===== config.mk =====
export PLATFORM = sky130hd
export DESIGN_NAME = gpu
export DESIGN_NICKNAME = d
export VERILOG_FILES = /design/src/rtl/gpu_pkg.sv /design/src/rtl/gpu_cmd_fifo.sv /design/src/rtl/gpu.sv
export SDC_FILE = /design/constraint.sdc
export NUM_CORES = 1
export LEC_CHECK = 0
export ABC_AREA = 1
export CORE_MARGIN = 5
export CORE_UTILIZATION = 35
export DETAILED_ROUTE_END_ITERATION = 10
export MAX_ROUTING_LAYER = met4
export PLACE_DENSITY = 0.52
export RECOVER_POWER = 50
export SYNTH_ARGS = -nofsm -noshare
export SYNTH_HDL_FRONTEND = slang
export SYNTH_SLANG_ARGS = --single-unit

===== constraint.sdc =====
create_clock -name clk -period 7.2 [get_ports clk]
set_input_delay 1.44 -clock clk [delete_from_list [all_inputs] [get_ports clk]]
set_output_delay 1.44 -clock clk [all_outputs]
set_load 0.01 [all_outputs]

===== src/rtl/gpu_pkg.sv =====
// gpu_pkg: shared widths, screen limits, opcodes, FSM states and the queued
// command record for the gpu rasterizer.
package gpu_pkg;

   localparam int CHANNEL_BITS = 8;
   localparam int WIDTH_BITS   = 10;
   localparam int HEIGHT_BITS  = 9;
   localparam int COLOR_BITS   = 3 * CHANNEL_BITS;
   localparam int ADDR_BITS    = 1 + HEIGHT_BITS + WIDTH_BITS;

   localparam logic [WIDTH_BITS-1:0]  SCREEN_W = 10'd640;
   localparam logic [HEIGHT_BITS-1:0] SCREEN_H = 9'd480;
   localparam logic [WIDTH_BITS-1:0]  X_MAX    = 10'd639;
   localparam logic [HEIGHT_BITS-1:0] Y_MAX    = 9'd479;

   typedef enum logic [2:0] {
      OP_NOP   = 3'd0,
      OP_PIXEL = 3'd1,
      OP_RECT  = 3'd2,
      OP_CLEAR = 3'd3,
      OP_SWAP  = 3'd4
   } opcode_e;

   typedef enum logic [1:0] {
      ST_IDLE = 2'd0,
      ST_DRAW = 2'd1,
      ST_SWAP = 2'd2
   } state_e;

   // opcode is kept raw so that the undefined codes 5-7 survive the queue
   typedef struct packed {
      logic [2:0]             opcode;
      logic [COLOR_BITS-1:0]  color;
      logic [WIDTH_BITS-1:0]  x1;
      logic [HEIGHT_BITS-1:0] y1;
      logic [WIDTH_BITS-1:0]  x2;
      logic [HEIGHT_BITS-1:0] y2;
   } cmd_t;

   localparam int CMD_BITS = $bits(cmd_t);

   function automatic logic [WIDTH_BITS-1:0] min_x(input logic [WIDTH_BITS-1:0] a,
                                                    input logic [WIDTH_BITS-1:0] b);
      return (a < b) ? a : b;
   endfunction

   function automatic logic [WIDTH_BITS-1:0] max_x(input logic [WIDTH_BITS-1:0] a,
                                                    input logic [WIDTH_BITS-1:0] b);
      return (a < b) ? b : a;
   endfunction

   function automatic logic [HEIGHT_BITS-1:0] min_y(input logic [HEIGHT_BITS-1:0] a,
                                                     input logic [HEIGHT_BITS-1:0] b);
      return (a < b) ? a : b;
   endfunction

   function automatic logic [HEIGHT_BITS-1:0] max_y(input logic [HEIGHT_BITS-1:0] a,
                                                     input logic [HEIGHT_BITS-1:0] b);
      return (a < b) ? b : a;
   endfunction

endpackage


===== src/rtl/gpu_cmd_fifo.sv =====
// gpu_cmd_fifo: command queue between the APB decode and the rasterizer.
// Ports: clk, n_rst (async active-low), push_i/din_i (write side),
// pop_i/dout_o (read side, head visible combinationally), empty_o, full_o
// (registered). A push while full is dropped even if a pop happens on the
// same edge.
module gpu_cmd_fifo
   import gpu_pkg::*;
#(
   parameter int DEPTH = 8
) (
   input  logic                clk,
   input  logic                n_rst,
   input  logic                push_i,
   input  logic [CMD_BITS-1:0] din_i,
   input  logic                pop_i,
   output logic [CMD_BITS-1:0] dout_o,
   output logic                empty_o,
   output logic                full_o
);

   localparam int PTR_BITS = $clog2(DEPTH);
   localparam int CNT_BITS = PTR_BITS + 1;
   localparam logic [CNT_BITS-1:0] DEPTH_C = CNT_BITS'(DEPTH);

   logic [CMD_BITS-1:0] mem_q [DEPTH];
   logic [PTR_BITS-1:0] wr_ptr_q, wr_ptr_d, rd_ptr_q, rd_ptr_d;
   logic [CNT_BITS-1:0] count_q, count_d;
   logic                full_q, full_d;
   logic                push_ok_s, pop_ok_s;

   assign empty_o = (count_q == {CNT_BITS{1'b0}});
   assign full_o  = full_q;
   assign dout_o  = mem_q[rd_ptr_q];

   // next pointers, occupancy and full flag
   always_comb begin
      push_ok_s = push_i && (count_q != DEPTH_C);
      pop_ok_s  = pop_i && (count_q != {CNT_BITS{1'b0}});
      wr_ptr_d  = push_ok_s ? (wr_ptr_q + PTR_BITS'(1)) : wr_ptr_q;
      rd_ptr_d  = pop_ok_s ? (rd_ptr_q + PTR_BITS'(1)) : rd_ptr_q;
      case ({push_ok_s, pop_ok_s})
         2'b10:   count_d = count_q + CNT_BITS'(1);
         2'b01:   count_d = count_q - CNT_BITS'(1);
         default: count_d = count_q;
      endcase
      full_d = (count_d == DEPTH_C);
   end

   // control state
   always_ff @(posedge clk or negedge n_rst) begin
      if (!n_rst) begin
         wr_ptr_q <= {PTR_BITS{1'b0}};
         rd_ptr_q <= {PTR_BITS{1'b0}};
         count_q  <= {CNT_BITS{1'b0}};
         full_q   <= 1'b0;
      end else begin
         wr_ptr_q <= wr_ptr_d;
         rd_ptr_q <= rd_ptr_d;
         count_q  <= count_d;
         full_q   <= full_d;
      end
   end

   // storage array, contents are don't-care until written
   always_ff @(posedge clk) begin
      if (push_ok_s) begin
         mem_q[wr_ptr_q] <= din_i;
      end
   end

endmodule


===== src/rtl/gpu.sv =====
// gpu: APB-programmed 2D rasterizer writing pixels into an external SRAM.
// Ports: clk, n_rst (async active-low); APB write-only slave (pAddr_i,
// pDataWrite_i, pSel_i, pEnable_i, pWrite_i); SRAM controls CE0_o, CE1_o,
// LB_o, UB_o, R_W_o, OE_o, ZZ_o, SEM_o; pixel bus rgbdataout_o /
// adddataout_o; buffer_select_o; fifo_full_o. All outputs are registered.
// Registers: 0x0 COLOR, 0x4 P1, 0x8 P2, 0xC push command (opcode in [2:0]).
// Build option: define GPU_CLIP_EN to skip pixels outside the 640x480 field.
module gpu
   import gpu_pkg::*;
#(
   parameter int FIFO_DEPTH = 8
) (
   input  logic        clk,
   input  logic        n_rst,
   input  logic [31:0] pAddr_i,
   input  logic [31:0] pDataWrite_i,
   input  logic        pSel_i,
   input  logic        pEnable_i,
   input  logic        pWrite_i,
   output logic        CE0_o,
   output logic        CE1_o,
   output logic        LB_o,
   output logic        UB_o,
   output logic        R_W_o,
   output logic        OE_o,
   output logic        ZZ_o,
   output logic        SEM_o,
   output logic [23:0] rgbdataout_o,
   output logic [19:0] adddataout_o,
   output logic        buffer_select_o,
   output logic        fifo_full_o
);

   logic        apb_wr_s, push_s, pop_s, fifo_empty_s, pix_ok_s;
   logic        unused_bits_s;
   cmd_t        push_cmd_s, head_s;
   logic [CMD_BITS-1:0] fifo_dout_s;

   logic [23:0] color_q, color_d, draw_color_q, draw_color_d;
   logic [18:0] p1_q, p1_d, p2_q, p2_d;
   state_e      state_q, state_d;
   logic [9:0]  cur_x_q, cur_x_d, x_lo_q, x_lo_d, x_hi_q, x_hi_d;
   logic [8:0]  cur_y_q, cur_y_d, y_hi_q, y_hi_d;
   logic        buf_sel_q, buf_sel_d;
   logic        r_w_q, r_w_d, ce0_q, ce0_d, ce1_q, ce1_d;
   logic [23:0] rgb_q, rgb_d;
   logic [19:0] addr_q, addr_d;

   assign apb_wr_s      = pSel_i & pEnable_i & pWrite_i;
   assign push_s        = apb_wr_s && (pAddr_i[3:2] == 2'd3);
   assign unused_bits_s = ^{pAddr_i[31:4], pAddr_i[1:0], pDataWrite_i[31:24]};
   assign head_s        = cmd_t'(fifo_dout_s);

   // command record assembled from the staging registers at push time
   always_comb begin
      push_cmd_s.opcode = pDataWrite_i[2:0];
      push_cmd_s.color  = color_q;
      push_cmd_s.x1     = p1_q[9:0];
      push_cmd_s.y1     = p1_q[18:10];
      push_cmd_s.x2     = p2_q[9:0];
      push_cmd_s.y2     = p2_q[18:10];
   end

   gpu_cmd_fifo #(.DEPTH(FIFO_DEPTH)) u_cmd_fifo (
      .clk     (clk),
      .n_rst   (n_rst),
      .push_i  (push_s),
      .din_i   (push_cmd_s),
      .pop_i   (pop_s),
      .dout_o  (fifo_dout_s),
      .empty_o (fifo_empty_s),
      .full_o  (fifo_full_o)
   );

   // APB staging register writes
   always_comb begin
      color_d = color_q;
      p1_d    = p1_q;
      p2_d    = p2_q;
      if (apb_wr_s) begin
         case (pAddr_i[3:2])
            2'd0:    color_d = pDataWrite_i[23:0];
            2'd1:    p1_d    = pDataWrite_i[18:0];
            2'd2:    p2_d    = pDataWrite_i[18:0];
            default: color_d = color_q;
         endcase
      end else begin
         color_d = color_q;
      end
   end

   // field clipping of the current raster position
   always_comb begin
`ifdef GPU_CLIP_EN
      pix_ok_s = (cur_x_q < SCREEN_W) && (cur_y_q < SCREEN_H);
`else
      pix_ok_s = 1'b1;
`endif
   end

   // rasterizer next-state and next-output logic
   always_comb begin
      state_d      = state_q;
      cur_x_d      = cur_x_q;
      cur_y_d      = cur_y_q;
      x_lo_d       = x_lo_q;
      x_hi_d       = x_hi_q;
      y_hi_d       = y_hi_q;
      draw_color_d = draw_color_q;
      buf_sel_d    = buf_sel_q;
      rgb_d        = rgb_q;
      addr_d       = addr_q;
      pop_s        = 1'b0;
      r_w_d        = 1'b1;
      ce0_d        = 1'b1;
      ce1_d        = 1'b0;
      case (state_q)
         ST_IDLE: begin
            if (!fifo_empty_s) begin
               pop_s        = 1'b1;
               draw_color_d = head_s.color;
               case (head_s.opcode)
                  OP_PIXEL: begin
                     x_lo_d  = head_s.x1;
                     x_hi_d  = head_s.x1;
                     cur_x_d = head_s.x1;
                     cur_y_d = head_s.y1;
                     y_hi_d  = head_s.y1;
                     state_d = ST_DRAW;
                  end
                  OP_RECT: begin
                     x_lo_d  = min_x(head_s.x1, head_s.x2);
                     x_hi_d  = max_x(head_s.x1, head_s.x2);
                     cur_x_d = min_x(head_s.x1, head_s.x2);
                     cur_y_d = min_y(head_s.y1, head_s.y2);
                     y_hi_d  = max_y(head_s.y1, head_s.y2);
                     state_d = ST_DRAW;
                  end
                  OP_CLEAR: begin
                     x_lo_d  = 10'd0;
                     x_hi_d  = X_MAX;
                     cur_x_d = 10'd0;
                     cur_y_d = 9'd0;
                     y_hi_d  = Y_MAX;
                     state_d = ST_DRAW;
                  end
                  OP_SWAP: state_d = ST_SWAP;
                  default: state_d = ST_IDLE;
               endcase
            end else begin
               state_d = ST_IDLE;
            end
         end
         ST_DRAW: begin
            if (pix_ok_s) begin
               r_w_d  = 1'b0;
               ce0_d  = 1'b0;
               ce1_d  = 1'b1;
               rgb_d  = draw_color_q;
               addr_d = {buf_sel_q, cur_y_q, cur_x_q};
            end else begin
               r_w_d  = 1'b1;
            end
            // row-major walk: x wraps back to the left edge at the end of a row
            if (cur_x_q == x_hi_q) begin
               cur_x_d = x_lo_q;
               if (cur_y_q == y_hi_q) begin
                  state_d = ST_IDLE;
               end else begin
                  cur_y_d = cur_y_q + 9'd1;
               end
            end else begin
               cur_x_d = cur_x_q + 10'd1;
            end
         end
         ST_SWAP: begin
            buf_sel_d = ~buf_sel_q;
            state_d   = ST_IDLE;
         end
         default: state_d = ST_IDLE;
      endcase
   end

   // all state and registered outputs
   always_ff @(posedge clk or negedge n_rst) begin
      if (!n_rst) begin
         color_q      <= 24'd0;
         p1_q         <= 19'd0;
         p2_q         <= 19'd0;
         state_q      <= ST_IDLE;
         cur_x_q      <= 10'd0;
         cur_y_q      <= 9'd0;
         x_lo_q       <= 10'd0;
         x_hi_q       <= 10'd0;
         y_hi_q       <= 9'd0;
         draw_color_q <= 24'd0;
         buf_sel_q    <= 1'b0;
         r_w_q        <= 1'b1;
         ce0_q        <= 1'b1;
         ce1_q        <= 1'b0;
         rgb_q        <= 24'd0;
         addr_q       <= 20'd0;
      end else begin
         color_q      <= color_d;
         p1_q         <= p1_d;
         p2_q         <= p2_d;
         state_q      <= state_d;
         cur_x_q      <= cur_x_d;
         cur_y_q      <= cur_y_d;
         x_lo_q       <= x_lo_d;
         x_hi_q       <= x_hi_d;
         y_hi_q       <= y_hi_d;
         draw_color_q <= draw_color_d;
         buf_sel_q    <= buf_sel_d;
         r_w_q        <= r_w_d;
         ce0_q        <= ce0_d;
         ce1_q        <= ce1_d;
         rgb_q        <= rgb_d;
         addr_q       <= addr_d;
      end
   end

   assign R_W_o           = r_w_q;
   assign CE0_o           = ce0_q;
   assign CE1_o           = ce1_q;
   assign OE_o            = 1'b1;
   assign LB_o            = 1'b0;
   assign UB_o            = 1'b0;
   assign ZZ_o            = 1'b0;
   assign SEM_o           = 1'b1;
   assign rgbdataout_o    = rgb_q;
   assign adddataout_o    = addr_q;
   assign buffer_select_o = buf_sel_q;

endmodule


==> key figures <==
Run status
  • Status: finished with violations
  • Failing checks: max-capacitance violations, max-slew violations

Worst setup path
  • Crit end category: flop
  • Critical path class: reg2reg
  • CP max FO: 105
  • Cell Chain, Critical Path: inv_6 -> buf_4 -> o21ai_0 -> o22ai_1 -> inv_1 -> o21ai_1 -> ha_1 -> nand2_1 -> inv_1 -> nand3_1 -> inv_1 -> a21oi_1 -> nand2_4 -> inv_2 -> nand2_1 -> nand3_1 -> nand3_1 -> nand2_1 -> nand2_1
  • WP data arrival: 5.69 ns
  • Crit-path slowest cell: buf_4
  • CP peak stage delay: 0.71 ns
  • Worst EP required: 7.70 ns
  • CP most frequent cell: nand2_1
  • Startpoint Class: flop

Final layout
  • Area grow syn2layout: 14.6%
  • Nets: 2676
  • Design Area, Final: 33600 µm²
  • Filler cells: 7723
  • FF/Latch Area: 20500 µm²
  • Area of the multi-input gates: 7480 µm²
  • Fraction of layout cells with a size suffix above 1: 6.99%

Route
  • Initial DRC Count: 1476
  • Vias: 19.1k
  • Drt total wl: 74900 µm
  • Via density: 5.11
  • Met3 Wirelength: 4350 µm
  • DR pass1 iterations: 7
  • Met2 wire len: 34000 µm
  • Wire length on met1: 35400 µm
  • DR DRC count: 0
  • Final ANT Viol Nets: 0
  • Max Used Layer: met4
  • Routed length per instance: 20.1 µm

Global routing
  • Vias in the first global route: 19.1k
  • Grt ovf: 0
  • Total global-route track usage: 17.0%
  • Global-route wire length before repair: 115000 µm
  • Largest net degree at the start of global routing: 166
  • Initial antenna violation count: 5

Synthesis
  • Synth warnings: 0
  • Cell variety after synth: 42
  • Ys flop type: edfxtp_1
  • Seq cells post-synth: 714
  • Post-synthesis sequential area ratio: 69.8%
  • Instance count of the mapped netlist: 2541
  • Post-Syn Area: 29300 µm²
  • EDFF count, synth: 520
  • Avg Cell Area, Syn: 11.5 µm²
  • Async set-reset flop share out of synthesis: 27.2%

Timing
  • Final Skew: 0.0276 ns
  • Final Setup Violations: 0
  • Final Max Tran Viols: 223
  • Final Hold Fails: 0
  • Slew headroom: -106%
  • Final min period: 5.19 ns
  • Setup TNS: 0 ns
  • RSZ-0062 raised after global routing: no
  • Fin crit share: 72.1%
  • Max Clock Freq: 193 MHz
  • Worst slew pin tran: 3.09 ns

Placed design
  • GP Congestion: 0.796
  • PortBufs: 79
  • Dpl cell area: 31100 µm²
  • Detailed Place HPWL: 42600 µm

Job
  • Max Cap Violations: 3

Clock network
  • Post-cts resize count: 0
  • Hold buffer count at CTS: 0
  • TritonCTS clock tree: done
  • CTS HTree Levels: 3
  • Root buffer cell: clkbuf_16
  • CTS clk-pin slew, worst paths: 0.06 ns
  • Latest clock arrival within the worst-skew pair: 0.63 ns
  • CTS Buffer Depth: 3
  • Cts bufs inserted: 77
  • Clock Sinks: 714
  • Postcts setup bufs: 0

Die
  • Row cnt: 106
  • Full die area: 89700 µm²
  • I/O Pins: 123
  • Core ar.: 83400 µm²
  • Initial Utilization: 35.1%
  • Die Span X: 299 µm
  • Die Y: 299 µm

Worst hold path
  • Hold/Removal Path Class: reg2reg

Power and ir drop
  • VDD IR max: 0.000179 V
  • Static Leak: 12.5 nW
  • Pwr Density: 442 nW/µm²
==> synth_stat cells (2+ instances only) <==
cell type,count,share of area [%]
nand2_2,4,0.085
a31oi_1,17,0.36
mux2_2,5,0.19
edfxtp_1,520,53
conb_1,2,0.026
a2bb2oi_1,3,0.090
o211ai_1,14,0.36
o21ai_2,4,0.12
o21ai_1,40,0.68
a21oi_1,35,0.60
xor2_1,22,0.66
dfrtp_1,193,16
buf_1,2,0.026
xnor2_1,4,0.12
ha_1,24,1.0
nor3_1,18,0.31
o21ai_0,396,6.8
clkbuf_1,91,1.2
o221ai_1,66,2.0
inv_2,7,0.090
nor2_1,300,3.8
inv_1,166,2.1
buf_2,38,0.65
nand2_1,366,4.7
nor3_2,2,0.068
a211oi_1,3,0.077
o22ai_1,57,1.2
clkinv_1,2,0.026
o21bai_1,2,0.051
buf_6,7,0.27
buf_4,20,0.51
nand3_1,101,1.7
==> cell type report <==
class / count / share of cell area [%]
timing repair buffer: 117 / 3.29
clock buffer: 114 / 6.42
antenna: 5 / 0.0372
inverter: 176 / 1.99
tap: 1080 / 4.02
multi-input combinational: 1496 / 22.3
clock inverter: 30 / 1.01
sequential: 714 / 61.0
==> kinds of logic (layout without fill, tap and decap cells) <==
logic type / after synthesis / count (layout) / share of synthesized area [%]
XOR/XNOR: 26 / 26 / 0.777
buffers and inverters: 334 / 437 / 4.88
multiplexers: 5 / 5 / 0.192
adder cells (fa/ha/maj): 25 / 25 / 1.09
AND/OR/NAND/NOR: 797 / 797 / 10.9
AO/OA/AOI/OAI: 638 / 638 / 12.3
other: 2 / 10 / 0.0256
flip-flops: 714 / 714 / 69.8
==> cell usage in the layout (no fill, tap or decap), drive strengths merged, types with 2 or more instances in the layout <==
cell type / instances
dlygate4sd3: 3
mux2: 5
o211ai: 14
a21oi: 35
nand2: 371
a31oi: 17
buf: 35
o21ai: 440
edfxtp: 520
nor3: 20
nand4: 2
nor2: 301
xor2: 22
nand3: 101
clkdlybuf4s50: 75
clkinv: 26
inv: 174
xnor2: 4
bufinv: 3
o21bai: 2
clkinvlp: 3
o22ai: 57
a211oi: 3
conb: 5
ha: 24
diode: 5
a2bb2oi: 3
dfrtp: 193
o221ai: 66
clkbuf: 118
==> final timing paths <==
check,start,endpoint,slack [ns],cells after the start
worst min register to register,adddataout_o[12],adddataout_o[12],0.47,2
worst min-delay path,adddataout_o[12],adddataout_o[12],0.47,2
worst max-delay path,u_cmd_fifo.rd_ptr_q[0],cur_y_q[2],2.01,19
min in group asynchronous,n_rst,rgbdataout_o[0],0.80,1
worst max register to register,u_cmd_fifo.rd_ptr_q[0],cur_y_q[2],2.01,19
max in group asynchronous,n_rst,u_cmd_fifo.rd_ptr_q[1],2.85,2
==> flip-flops by register name, summed over array words and instances (netlist names), 19 cells and up <==
name / count
adddataout_o: 20
u_cmd_fifo.mem_q: 520
p2_q: 19
p1_q: 19
rgbdataout_o: 24
draw_color_q: 24
color_q: 24
==> power breakdown <==
| group | internal (W) | switching [W] |
|---|---|---|
| clock network | 0.00221 | 0.00162 |
| logic | 0.00174 | 0.00372 |
| registers | 0.00506 | 0.000498 |
==> stage by stage <==
stage | total power [W] | worst slack, ns | utilization [%] | instances | hold slack, ns
2_1_floorplan | 0.00934 | -0.147 | - | 2544 | 0.444
3_3_place_gp | 0.0110 | 2.24 | 37.3 | 3583 | 0.452
3_5_place_dp | 0.0111 | 2.12 | 37.3 | 3583 | 0.460
4_1_cts | 0.0150 | 2.14 | 40.3 | 3727 | 0.475
5_1_grt | 0.0159 | 1.56 | 40.3 | 3730 | 0.510
6_report | 0.0148 | 2.01 | 40.3 | 3732 | 0.471
==> layer usage <==
layer	vias up	GRT usage, %
met1	9478	23.7
met2	448	26.3
li1	9046	-
met5	-	-
met3	87	3.11
met4	0	3.97
==> worst max-delay path, delay by kind of cell (launching register included) <==
kind / cells / cell delay (ns)
AO/OA/AOI/OAI: 4 / 1.33
AND/OR/NAND/NOR: 8 / 0.87
adder cells (fa/ha/maj): 1 / 0.38
flip-flops: 1 / 0.66
buffers and inverters: 6 / 1.76
No activity file was read; power rests on OpenSTA's default activity.
